$ cat src/rtl/matmul_tile_sequencer_pkg.sv
// Shared definitions for the 3x3 tiled matrix-multiply sequencer.
//   TILE       : tile edge length; every matrix dimension must be a multiple of it
//   OP_A/OP_B  : operand select values for matrix_manager's column input
//   state_e    : 3-bit controller state encoding
package matmul_tile_sequencer_pkg;

  localparam int TILE = 3;

  localparam logic OP_A = 1'b0;
  localparam logic OP_B = 1'b1;

  typedef enum logic [2:0] {
    ST_IDLE     = 3'd0,
    ST_LOAD_A   = 3'd1,
    ST_LOAD_B   = 3'd2,
    ST_MAC      = 3'd3,
    ST_WAIT_MAC = 3'd4,
    ST_WRITE    = 3'd5,
    ST_DONE     = 3'd6
  } state_e;

endpackage

$ cat src/rtl/matmul_tile_sequencer_tile_index_counter.sv
// Nested tile index counter for the matmul sequencer: k is the inner
// (reduction) index, j walks C tile columns fastest, i walks C tile rows.
// Ports:
//   clk, reset            : clock, synchronous active-high reset
//   clear                 : zero all indices (job accepted)
//   k_inc / k_clr         : advance k / return k to 0 after the last k
//   tile_adv              : step to the next output tile (j fastest)
//   nt, mt, pt            : tile counts along n, m, p
//   tile_i/j/k            : current indices
//   is_last_k, is_last_tile : k == mt-1, (i,j) == (nt-1, pt-1)
module tile_index_counter
  import matmul_tile_sequencer_pkg::*;
#(
  parameter int IDX_W = 9
) (
  input  logic             clk,
  input  logic             reset,
  input  logic             clear,
  input  logic             k_inc,
  input  logic             k_clr,
  input  logic             tile_adv,
  input  logic [IDX_W-1:0] nt,
  input  logic [IDX_W-1:0] mt,
  input  logic [IDX_W-1:0] pt,
  output logic [IDX_W-1:0] tile_i,
  output logic [IDX_W-1:0] tile_j,
  output logic [IDX_W-1:0] tile_k,
  output logic             is_last_k,
  output logic             is_last_tile
);

  localparam logic [IDX_W-1:0] ONE = IDX_W'(1);

  // NOTE: non-blocking assignments, so every flop here samples the
  // pre-edge values of its neighbours regardless of statement order.
  always_ff @(posedge clk) begin
    if (reset || clear) begin
      tile_i <= '0;
      tile_j <= '0;
      tile_k <= '0;
    end else begin
      if (k_inc) tile_k <= tile_k + ONE;
      if (k_clr) tile_k <= '0;
      if (tile_adv) begin
        if (tile_j < pt - ONE) begin
          tile_j <= tile_j + ONE;
        end else begin
          tile_j <= '0;
          // On the final tile i saturates; the job ends there anyway.
          if (tile_i < nt - ONE) tile_i <= tile_i + ONE;
        end
      end
    end
  end

  assign is_last_k    = (tile_k == mt - ONE);
  assign is_last_tile = (tile_i == nt - ONE) && (tile_j == pt - ONE);

endmodule

$ cat src/rtl/matmul_tile_sequencer.sv
// Control FSM computing C = A*B one 3x3 tile at a time through matrix_manager
// and a 3x3 MAC unit. Per output tile (i,j) it loops k: load A tile, load B
// tile, start MAC, wait for mac_done; after the last k it writes C back.
// Ports:
//   clk, reset        : clock, synchronous active-high reset
//   start, n, m, p    : job request and matrix dims (A n x m, B m x p)
//   mac_done          : MAC finished the current tile product
//   busy, done, err   : status; done/err are one-cycle pulses
//   mm_column, mm_next_row, mm_dm_we : matrix_manager controls
//   latch_a, latch_b, acc_clear, mac_start : MAC datapath controls
//   tile_i, tile_j, tile_k : current tile indices
module matmul_tile_sequencer
  import matmul_tile_sequencer_pkg::*;
#(
  parameter int DIM_W = 10,
  parameter int IDX_W = 9
) (
  input  logic             clk,
  input  logic             reset,
  input  logic             start,
  input  logic [DIM_W-1:0] n,
  input  logic [DIM_W-1:0] m,
  input  logic [DIM_W-1:0] p,
  input  logic             mac_done,
  output logic             busy,
  output logic             done,
  output logic             err,
  output logic             mm_column,
  output logic             mm_next_row,
  output logic             mm_dm_we,
  output logic             latch_a,
  output logic             latch_b,
  output logic             acc_clear,
  output logic             mac_start,
  output logic [IDX_W-1:0] tile_i,
  output logic [IDX_W-1:0] tile_j,
  output logic [IDX_W-1:0] tile_k
);

  localparam logic [DIM_W-1:0] TILE_D = DIM_W'(TILE);

  state_e           state, state_next;
  logic [IDX_W-1:0] nt, mt, pt;
  logic             err_next, accept, k_inc, k_clr, tile_adv;
  logic             is_last_k, is_last_tile;
  logic             dims_ok;

  assign dims_ok = (n != '0) && (m != '0) && (p != '0) &&
                   ((n % TILE_D) == '0) && ((m % TILE_D) == '0) &&
                   ((p % TILE_D) == '0);

  // Tile counts are divided once on acceptance and held for the whole job.
  always_ff @(posedge clk) begin
    if (reset) begin
      state <= ST_IDLE;
      err   <= 1'b0;
      nt    <= '0;
      mt    <= '0;
      pt    <= '0;
    end else begin
      state <= state_next;
      err   <= err_next;
      if (accept) begin
        nt <= IDX_W'(n / TILE_D);
        mt <= IDX_W'(m / TILE_D);
        pt <= IDX_W'(p / TILE_D);
      end
    end
  end

  // NOTE: every signal written here gets a default first, so no branch can
  // leave one unassigned and infer a latch.
  always_comb begin
    state_next  = state;
    err_next    = 1'b0;
    accept      = 1'b0;
    k_inc       = 1'b0;
    k_clr       = 1'b0;
    tile_adv    = 1'b0;
    busy        = 1'b0;
    done        = 1'b0;
    mm_column   = OP_A;
    mm_next_row = 1'b0;
    mm_dm_we    = 1'b0;
    latch_a     = 1'b0;
    latch_b     = 1'b0;
    acc_clear   = 1'b0;
    mac_start   = 1'b0;
    case (state)
      ST_IDLE: begin
        if (start) begin
          if (dims_ok) begin
            accept     = 1'b1;
            state_next = ST_LOAD_A;
          end else begin
            err_next = 1'b1;
          end
        end
      end
      ST_LOAD_A: begin
        busy        = 1'b1;
        mm_column   = OP_A;
        mm_next_row = 1'b1;
        latch_a     = 1'b1;
        acc_clear   = (tile_k == '0);
        state_next  = ST_LOAD_B;
      end
      ST_LOAD_B: begin
        busy        = 1'b1;
        mm_column   = OP_B;
        mm_next_row = 1'b1;
        latch_b     = 1'b1;
        state_next  = ST_MAC;
      end
      ST_MAC: begin
        busy       = 1'b1;
        mac_start  = 1'b1;
        state_next = ST_WAIT_MAC;
      end
      ST_WAIT_MAC: begin
        busy = 1'b1;
        if (mac_done) begin
          if (is_last_k) begin
            k_clr      = 1'b1;
            state_next = ST_WRITE;
          end else begin
            k_inc      = 1'b1;
            state_next = ST_LOAD_A;
          end
        end
      end
      ST_WRITE: begin
        busy        = 1'b1;
        mm_dm_we    = 1'b1;
        mm_next_row = 1'b1;
        tile_adv    = 1'b1;
        state_next  = is_last_tile ? ST_DONE : ST_LOAD_A;
      end
      ST_DONE: begin
        done       = 1'b1;
        state_next = ST_IDLE;
      end
      default: state_next = ST_IDLE;
    endcase
  end

  tile_index_counter #(.IDX_W(IDX_W)) u_idx (
    .clk          (clk),
    .reset        (reset),
    .clear        (accept),
    .k_inc        (k_inc),
    .k_clr        (k_clr),
    .tile_adv     (tile_adv),
    .nt           (nt),
    .mt           (mt),
    .pt           (pt),
    .tile_i       (tile_i),
    .tile_j       (tile_j),
    .tile_k       (tile_k),
    .is_last_k    (is_last_k),
    .is_last_tile (is_last_tile)
  );

endmodule
$ cat config.mk
export PLATFORM = sky130hd
export DESIGN_NAME = matmul_tile_sequencer
export DESIGN_NICKNAME = d
export VERILOG_FILES = /design/src/rtl/matmul_tile_sequencer_pkg.sv /design/src/rtl/matmul_tile_sequencer_tile_index_counter.sv /design/src/rtl/matmul_tile_sequencer.sv
export SDC_FILE = /design/constraint.sdc
export NUM_CORES = 1
export LEC_CHECK = 0
export CORE_MARGIN = 1
export CORE_UTILIZATION = 48
export CTS_CLUSTER_SIZE = 30
export DETAILED_ROUTE_END_ITERATION = 8
export PLACE_DENSITY = 0.8
export SLEW_MARGIN = 25
export SYNTH_ARGS = -nofsm -noshare
export SYNTH_HDL_FRONTEND = slang
export SYNTH_HIERARCHICAL = 1
export SYNTH_SLANG_ARGS = --single-unit
$ cat constraint.sdc
create_clock -name clk -period 6.5 [get_ports clk]
set_clock_uncertainty 0.15 [all_clocks]
set_input_delay 0.975 -clock clk [delete_from_list [all_inputs] [get_ports clk]]
set_output_delay 0.975 -clock clk [all_outputs]
set_load 0.02 [all_outputs]
* Word-level counts from Yosys, hierarchy flattened
Index checks and enable logic that the tools add are counted.
** Storage, ports and cells
- Flip-flop bits (word level) :: 58
- Output and inout port bits :: 37
** Operators by class
- $add $sub $neg :: 6
- Divide/modulo/power cells :: 6
- Order comparisons :: 2
- Equal/unequal tests :: 12
- Mux-type cells :: 25
- Bitwise gates (word level) :: 3
- Reductions and logical operators :: 21
** Operators by type and width (count)
- divider 10 x 2 -> 10 bit, second input constant :: 3
- zero test 10 bit :: 3
- modulo 10 x 2 -> 10 bit, second input constant :: 3
- nonzero test 10 bit :: 3
- adder 9 x 1 -> 9 bit, second input constant :: 3
- equality test 9 bit :: 3
- subtractor 9 x 1 -> 9 bit, second input constant :: 3
- less-than comparator 9 bit :: 2
- two-way mux 1 bit :: 18
- case mux 3 bit (6 select lines) :: 1
- two-way mux 3 bit :: 5
- equality test 3 bit, second input constant :: 3
- zero test 9 bit :: 1
- two-way mux 9 bit :: 1
- equality test 3 x 2 -> 1 bit, second input constant :: 2
- logical AND 1 bit :: 6
- != test 2 bit, second input constant :: 3
- AND reduction 3 bit :: 2
- OR reduction 3 bit :: 2
- OR reduction 5 bit :: 1
- equality test 3 x 1 -> 1 bit, second input constant :: 1
- zero test 3 bit :: 1
- NOT 1 bit :: 3
- OR reduction 2 bit :: 1
- logical OR 1 bit :: 1

* Longest topological paths before layout
Gate-level depths: netlist of the first run.
- Depth after elaboration :: 11
- Mapped depth :: 25
- Depth with buffers taken out :: 20

* Hierarchy
The synthesis of the first run kept the hierarchy.
** By module, submodules not included
- matmul_tile_sequencer :: instances 1, cells each 650, area each 4410.5 um^2
- tile_index_counter :: instances 1, cells each 260, area each 2180.8 um^2

* Least setup slack after synthesis of the first run
Ideal clock, no wire load.
- Path type :: input to register
- Start :: in p[9]
- End :: reg u_idx.tile_k[0]
- Library setup time :: 0.126 ns
- Arrival time :: 5.393 ns
- Path slack :: 0.831 ns
- Stages :: 23
- Cell sequence :: buf_4 buf_2 or3b_1 o21a_1 nor2_1 nor3_1 buf_2 xnor2_1 o31ai_1 ha_1 clkbuf_1 clkinv_1 or3_1 o221a_2 o211ai_1 nor2_1 or3_1 a2bb2oi_2 o311ai_4 nor2_4 or3_1 clkbuf_1 nor2_1
** Between the ends
- Cells in the longest elaborated chain, start to end :: 10
** RTL lines
- from (decl) :: RTL line matmul_tile_sequencer.sv:23 : input logic [DIM_W-1:0] p,
- branches (longest 4 deep; another with modulo 10 x 2 -> 10 bit)
- logical AND 1 bit * :: RTL line matmul_tile_sequencer.sv:49 : ((n % TILE_D) == '0) && ((m % TILE_D) == '0) &&
- two-way mux 1 bit * :: RTL line matmul_tile_sequencer.sv:92 : if (dims_ok) begin
- two-way mux 1 bit * :: RTL line matmul_tile_sequencer.sv:91 : if (start) begin
- two-way mux 1 bit * :: RTL line matmul_tile_sequencer.sv:89 : case (state)
- named net accept :: RTL line matmul_tile_sequencer.sv:44 : logic err_next, accept, k_inc, k_clr, tile_adv;
- logical OR 1 bit * :: RTL line matmul_tile_sequencer_tile_index_counter.sv:37 : if (reset || clear) begin
- OR reduction 2 bit (no line) *
- to (signal assigned) :: RTL line matmul_tile_sequencer_tile_index_counter.sv:42 : if (k_inc) tile_k <= tile_k + ONE;
- to (decl) :: RTL line matmul_tile_sequencer_tile_index_counter.sv:27 : output logic [IDX_W-1:0] tile_k,
Mark *: on every way through the listed nets, which the timed path passes.
A chain may end at the register's enable or synchronous reset.

* Worst setup path in the final report of the first run
- Start :: in n[5]
- End :: reg mt[6]
** Between the ends
- Cells in the longest elaborated chain, start to end :: 9
** RTL lines
- from (decl) :: RTL line matmul_tile_sequencer.sv:21 : input logic [DIM_W-1:0] n,
- branches (longest 3 deep; another with modulo 10 x 2 -> 10 bit)
- logical AND 1 bit * :: RTL line matmul_tile_sequencer.sv:48 : assign dims_ok = (n != '0) && (m != '0) && (p != '0) &&
- logical AND 1 bit * (2 in a row) :: RTL line matmul_tile_sequencer.sv:49
- two-way mux 1 bit * :: RTL line matmul_tile_sequencer.sv:92
- two-way mux 1 bit * :: RTL line matmul_tile_sequencer.sv:91
- two-way mux 1 bit * :: RTL line matmul_tile_sequencer.sv:89
- named net accept :: RTL line matmul_tile_sequencer.sv:44
- to (signal assigned) :: RTL line matmul_tile_sequencer.sv:65 : mt <= IDX_W'(m / TILE_D);
- to (decl) :: RTL line matmul_tile_sequencer.sv:43 : logic [IDX_W-1:0] nt, mt, pt;
Marked as above.

==> results of run 1 <==
-- cells by family after synthesis --
kind of cell	count (synthesis)	synth area share (%)
flops	58	17.6
fa+ha+maj	32	6.00
xor+xnor	54	7.18
mux	29	4.61
simple gates	377	30.7
buf+inv	97	6.32
compound gates	263	27.6
-- synthesized netlist by cell type, drive strengths merged, types with 6 or more instances --
| cell type | number |
|---|---|
| nor2 | 79 |
| a21oi | 66 |
| nand2 | 66 |
| o21ai | 66 |
| dfxtp | 58 |
| clkbuf | 37 |
| or3 | 34 |
| inv | 32 |
| ha | 30 |
| nand3 | 29 |
| xor2 | 29 |
| nor3 | 28 |
| buf | 25 |
| xnor2 | 25 |
| nand4 | 24 |
| nor4 | 23 |
| mux2i | 21 |
| nor2b | 14 |
| and2 | 13 |
| o211ai | 12 |
| and3 | 11 |
| a211oi | 9 |
| a31oi | 9 |
| mux2 | 8 |
| nand2b | 8 |
| nor3b | 8 |
| o32ai | 8 |
| or2 | 8 |
| a221oi | 6 |
| o311ai | 6 |
| or3b | 6 |
-- placed cells by master (no fill, tap or decap), types with 31 or more instances in the layout --
| cell type | netlist | final |
|---|---|---|
| a21oi_1 | 65 | 65 |
| buf_4 | 4 | 34 |
| clkdlybuf4s50_1 | 0 | 64 |
| dfxtp_1 | 58 | 58 |
| inv_1 | 32 | 31 |
| nand2_1 | 66 | 66 |
| nor2_1 | 78 | 78 |
| o21ai_0 | 62 | 61 |
| or3_1 | 34 | 34 |
-- power breakdown --
part           total (uW)  leakage (uW)  internal [uW]  switching [uW]
registers             359      0.000467            358            1.34
clock network         426      0.000138            273             152
logic                 400       0.00244            162             238
total                1180       0.00305            793             391
-- sequential cells by signal, indices dropped and copies added, names as in the netlist --
name / cells
mt: 9
nt: 9
pt: 9
u_idx/tile_i: 9
u_idx/tile_j: 9
u_idx/tile_k: 9
state: 3
err: 1
-- tightest hold or removal path, stage by stage (launching register included) --
cell     delay [ns]
dfxtp_1        0.33
nand2_1        0.06
mux2i_1        0.05
-- area by class of cell --
cell class,count,area [um^2],area share [%]
multi-input cells,755,5040,64.7
flip-flops and latches,58,1160,14.9
repair buffers,104,971,12.5
clock buffers,12,256,3.29
well taps,176,220,2.82
inverters,35,131,1.68
clock inverters,3,15.0,0.193
-- what timing repair did --
| item | 4_1_cts | 5_1_grt |
|---|---|---|
| setup buffers | 0 | 0 |
| setup endpoints to repair | 0 | 53 |
| endpoints found under the hold margin | 0 | 0 |
| gates resized for setup | 0 | 13 |
-- worst max-delay path by stage --
stage,endpoint,slack (ns),from
global route,u_idx/tile_j[2],0.02,m[6]
finish,mt[6],0.41,n[5]
CTS,mt[6],0.31,n[9]
floorplan,u_idx/tile_k[0],0.83,p[9]
detailed placement,mt[6],0.003,n[9]
global placement,nt[8],0.04,n[6]
-- layer usage --
layer | routed length [um] | vias to the layer above | global-route usage [%] | part of all wire, %
met2 | 7810 | 242 | 38.7 | 45
met4 | 316 | 0 | 8.39 | 1.8
met5 | 0 | - | 0 | 0
li1 | - | 3528 | - | -
met3 | 919 | 27 | 2.16 | 5.3
met1 | 8390 | 3367 | 34.6 | 48
-- metrics by stage --
stage / cell area, um^2 / total power, uW / std cells
global route: 7800 / 1240 / 1143
CTS: 7750 / 1180 / 1143
detailed placement: 7480 / 754 / 1128
finish: 7800 / 1180 / 1143
global placement: 7480 / 749 / 1128
floorplan: 6590 / 651 / 910
==> results.sh, run 1 <==
export IMPL_drt_wl_total_um=17400
export IMPL_viasPerCell=6.27
export IMPL_place_congestion=0.949
export IMPL_p_per_area_nw_per_um2=152
export IMPL_hold_viol=0
export IMPL_grt_pass1_wl_um=29400
export IMPL_numClockSinks=58
export IMPL_drive_above_1_share_pct=8.07
export IMPL_r2r_slack_ns=2.58
export IMPL_yosysWarnings=6
export IMPL_drt_pass1_iterations=5
export IMPL_ios=71
export IMPL_crit_path_cell_trace="clkdlybuf4s50_1 -> buf_4 -> nor4bb_1 -> o21ai_0 -> a22oi_1 -> nor3_1 -> o21ai_1 -> and2_1 -> ha_1 -> inv_1 -> o21ai_0 -> a22o_1 -> a2111oi_0 -> o2111ai_1 -> a211oi_1 -> and3_1 -> o311ai_4 -> nor2_4 -> buf_4 -> mux2_1"
export IMPL_cpMaxStageDelayCell="a2111oi_0"
export IMPL_synth_edff_count=0
export IMPL_drt_initial_drc_count=682
export IMPL_grt_usage_pct=24.5
export IMPL_h_tree_depth=3
export IMPL_min_period_ns=6.09
export IMPL_globalRoute_totalOverflow=0
export IMPL_vdd_drop_max_mv=0.119
export IMPL_min_to="pt[5]"
export IMPL_syn_area_um2=6590
export IMPL_drc=0
export IMPL_yosysUniqueCellTypes=93
export IMPL_clockBufferDepth=2
export IMPL_antenna_found_initial=0
export IMPL_rr_worst_depth=13
export IMPL_netlist_instances=910
export IMPL_die_h_um=119
export IMPL_fillCellCount=1232
export IMPL_rsz0062_at_grt="no"
export IMPL_hold_depth=2
export IMPL_core_area_um2=13300
export IMPL_slew_limit_headroom_pct=36.1
export IMPL_diodes=0
export IMPL_hold_ws_ns=0.340
export IMPL_finalSetupViolCount=0
export IMPL_timing_rr_start="mt[0]"
export IMPL_cap_violations=0
export IMPL_yosysSeqAreaShare_pct=17.6
export IMPL_critPathTopFamily="compound AO/OA/AOI/OAI gates"
export IMPL_cp_slowest_stage_delay_ns=0.54
export IMPL_hold_buffers=0
export IMPL_worstHoldPathType="reg2reg"
export IMPL_setup_ws_ns=0.405
export IMPL_clk_pin_slew_ns=0.05
export IMPL_initial_utilization_pct=49.6
export IMPL_fin_setup_tns_ns=0
export IMPL_worst_path_stages=20
export IMPL_slew_viol_final=0
export IMPL_clock_fmax_mhz=164
export IMPL_fin_util_pct=58.6
export IMPL_die_area_um2=14200
export IMPL_wl_per_cell_um=15.3
export IMPL_syn_num_nets=974
export IMPL_syn_area_per_cell_um2=7.24
export IMPL_period_share_pct=93.8
export IMPL_ys_flop_type="dfxtp_1"
export IMPL_r2r_end="u_idx/tile_k[8]"
export IMPL_cellLeakagePower_uw=0.00305
export IMPL_critPathKind="in2reg"
export IMPL_fin_nets=1027
export IMPL_min_delay_start="pt[5]"
export IMPL_yosys_area_top_type_share_pct=17.6
export IMPL_pre_cts_ws_ns=0.00308
export IMPL_areaGrowthSynthToFinish_pct=18.3
export IMPL_cts_buffers=9
export IMPL_cp_max_fo=12
export IMPL_ys_ff_latch=58
export IMPL_vias=7164
export IMPL_yosysTopAreaCell="dfxtp_1"
export IMPL_netlist_top_cells_area="dfxtp_1 (18%), ha_1 (5.7%), a21oi_1 (4.9%)"
export IMPL_cp_end_kind="flop"
export IMPL_worst_pin_slew_ns=0.945
export IMPL_io_buffer_count=70
export IMPL_status="finished, final reports clean"
export IMPL_cp_required_ns=6.56
export IMPL_worstPathArrival_ns=6.15
export IMPL_crit_buf_inv=4
export IMPL_grt_max_degree=40
export IMPL_rows=42
export IMPL_cp_start_kind="primary input"
export IMPL_clk_latency_ns=0.33
export IMPL_cts_tree="built"
export IMPL_detail_route_antenna_nets=0
export IMPL_async_flop_share_pct=0
export IMPL_die_w_um=119
export IMPL_dp_hpwl_um=13000
export IMPL_cts_root_buf="clkbuf_16"
export IMPL_grt_pass1_vias=6314
(Power assumes the default switching activity.)
==> run 2, diff against run 1 <==
CORE_UTILIZATION = 45   (was 48)
CTS_CLUSTER_DIAMETER = 200   (was unset)
PLACE_DENSITY = 0.77   (was 0.8)
==> run 2 against run 1 <==
  * Setup slack worse by 0.0045 ns
  * Core utilization down 3.4 points
  * First-iteration DRC count down 1.6%
  * Largest cell class unchanged
  * Largest power group unchanged
  * Highest routed layer unchanged
==> results.sh, run 2 (synthesis gave the netlist of run 1 again) <==
export IMPL_dp_hpwl_um=12900
export IMPL_ios=71
export IMPL_final_common_cell="nor2_1"
export IMPL_cp_end_kind="flop"
export IMPL_period_share_pct=93.8
export IMPL_p_per_area_nw_per_um2=151
export IMPL_slew_limit_headroom_pct=28.6
export IMPL_viasPerCell=6.20
export IMPL_globalRoute_totalOverflow=0
export IMPL_cap_violations=0
export IMPL_wl_per_cell_um=15.0
export IMPL_worstHoldPathType="reg2reg"
export IMPL_drive_above_1_share_pct=7.74
export IMPL_status="finished, final reports clean"
export IMPL_rows=43
export IMPL_fin_nets=1028
export IMPL_areaGrowthSynthToFinish_pct=18.2
export IMPL_die_h_um=123
export IMPL_worstPathArrival_ns=6.20
export IMPL_place_congestion=0.954
export IMPL_critPathKind="in2reg"
export IMPL_diodes=0
export IMPL_cts_buffers=9
export IMPL_clk_pin_slew_ns=0.05
export IMPL_grt_pass1_vias=6177
export IMPL_grt_busiest_layer="met2"
export IMPL_grt_max_degree=40
export IMPL_hold_viol=0
export IMPL_vdd_drop_max_mv=0.122
export IMPL_hold_ws_ns=0.339
export IMPL_cp_required_ns=6.60
export IMPL_grtUsageMet3_pct=2.63
export IMPL_grtUsageMet1_pct=32.3
export IMPL_cp_max_fo=12
export IMPL_clk_latency_ns=0.33
export IMPL_cts_setup_buffers=0
export IMPL_numClockSinks=58
export IMPL_min_period_ns=6.10
export IMPL_power_uw=1170
export IMPL_grt_usage_pct=22.9
export IMPL_final_seq_area_um2=1160
export IMPL_cts_tree="built"
export IMPL_clock_fmax_mhz=164
export IMPL_drt_wl_total_um=17200
export IMPL_final_area_um2=7790
export IMPL_die_w_um=123
export IMPL_cp_start_kind="primary input"
export IMPL_drt_pass1_iterations=7
export IMPL_vias=7119
export IMPL_multiInputGateArea_um2=5040
export IMPL_cts_root_buf="clkbuf_16"
export IMPL_drc=0
export IMPL_h_tree_depth=3
export IMPL_place_area_um2=7490
export IMPL_grt_pass1_wl_um=28800
export IMPL_slew_viol_final=0
export IMPL_drt_initial_drc_count=671
export IMPL_cellLeakagePower_uw=0.00303
export IMPL_mostFrequentLayoutCells="nor2_1 (78), nand2_1 (66), clkdlybuf4s50_1 (66)"
export IMPL_detail_route_antenna_nets=0
export IMPL_clockBufferDepth=2
export IMPL_io_buffer_count=70
export IMPL_grtUsageMet2_pct=36.1
export IMPL_worst_pin_slew_ns=1.06
export IMPL_fillCellCount=1332
export IMPL_antenna_found_initial=0
export IMPL_die_area_um2=15100
export IMPL_core_area_um2=14100
export IMPL_initial_utilization_pct=46.8
export IMPL_finalSetupViolCount=0
export IMPL_rsz0062_at_grt="no"
## run 2: repair_timing
| item | 4_1_cts | 5_1_grt |
|---|---|---|
| hold buffers | 0 | 0 |
| resized for setup | 0 | 9 |
| setup endpoints to repair | 0 | 52 |
## run 2: power breakdown
| part | switching (uW) | internal [uW] |
|---|---|---|
| Sequential | 1.46 | 358 |
| Combinational | 235 | 161 |
| Clock | 152 | 266 |
## run 2: per-stage QoR
stage / TNS [ns] / util, % / instances / setup WS, ns
floorplan: 0 / - / 910 / 0.831
global placement: -0.893 / 53.2 / 1133 / -0.0831
detailed placement: -0.655 / 53.2 / 1133 / -0.0757
CTS: 0 / 55.1 / 1149 / 0.285
global route: 0 / 55.3 / 1149 / 0.0204
finish: 0 / 55.3 / 1149 / 0.401
## run 2: final cells by class
type	count	share of cell area, %
Sequential cell	58	14.9
Timing Repair Buffer	105	12.5
Multi-Input combinational cell	755	64.6
Inverter	35	1.69
Tap cell	180	2.89
Clock inverter	3	0.193
Clock buffer	13	3.21
## run 2: path summary, 6_finish.rpt
path | slack (ns) | endpoint | start | cells after the start
max | 0.40 | u_idx/tile_j[6] | m[9] | 21
min | 0.34 | pt[5] | pt[5] | 2
max reg2reg | 2.48 | u_idx/tile_k[7] | mt[0] | 13
min reg2reg | 0.34 | pt[5] | pt[5] | 2
## run 2: layer usage
layer  vias to the layer above  wire length [um]
met5                         -                 0
li1                       3545                 -
met4                         0               247
met2                       243              7690
met1                      3306              8360
met3                        25               889
## run 2: critical path, stage by stage
cell             delay, ns
clkdlybuf4s50_1       0.60
buf_4                 0.27
nand3b_1              0.16
nand3_1               0.10
a32oi_1               0.36
nand2_1               0.26
nor3_1                0.29
a2bb2oi_1             0.34
ha_1                  0.37
inv_1                 0.11
a21oi_1               0.22
nor2_1                0.10
ha_1                  0.24
o31ai_1               0.25
o311ai_0              0.14
and2_1                0.21
o311ai_4              0.31
nor2_4                0.13
or2_2                 0.33
a21o_1                0.26
nor2_1                0.15
==> run 3, diff against run 2 <==
HOLD_SLACK_MARGIN = 0.06   (was unset)
==> results of run 3 <==
Final layout, timing and power as in run 2 (identical DEF).
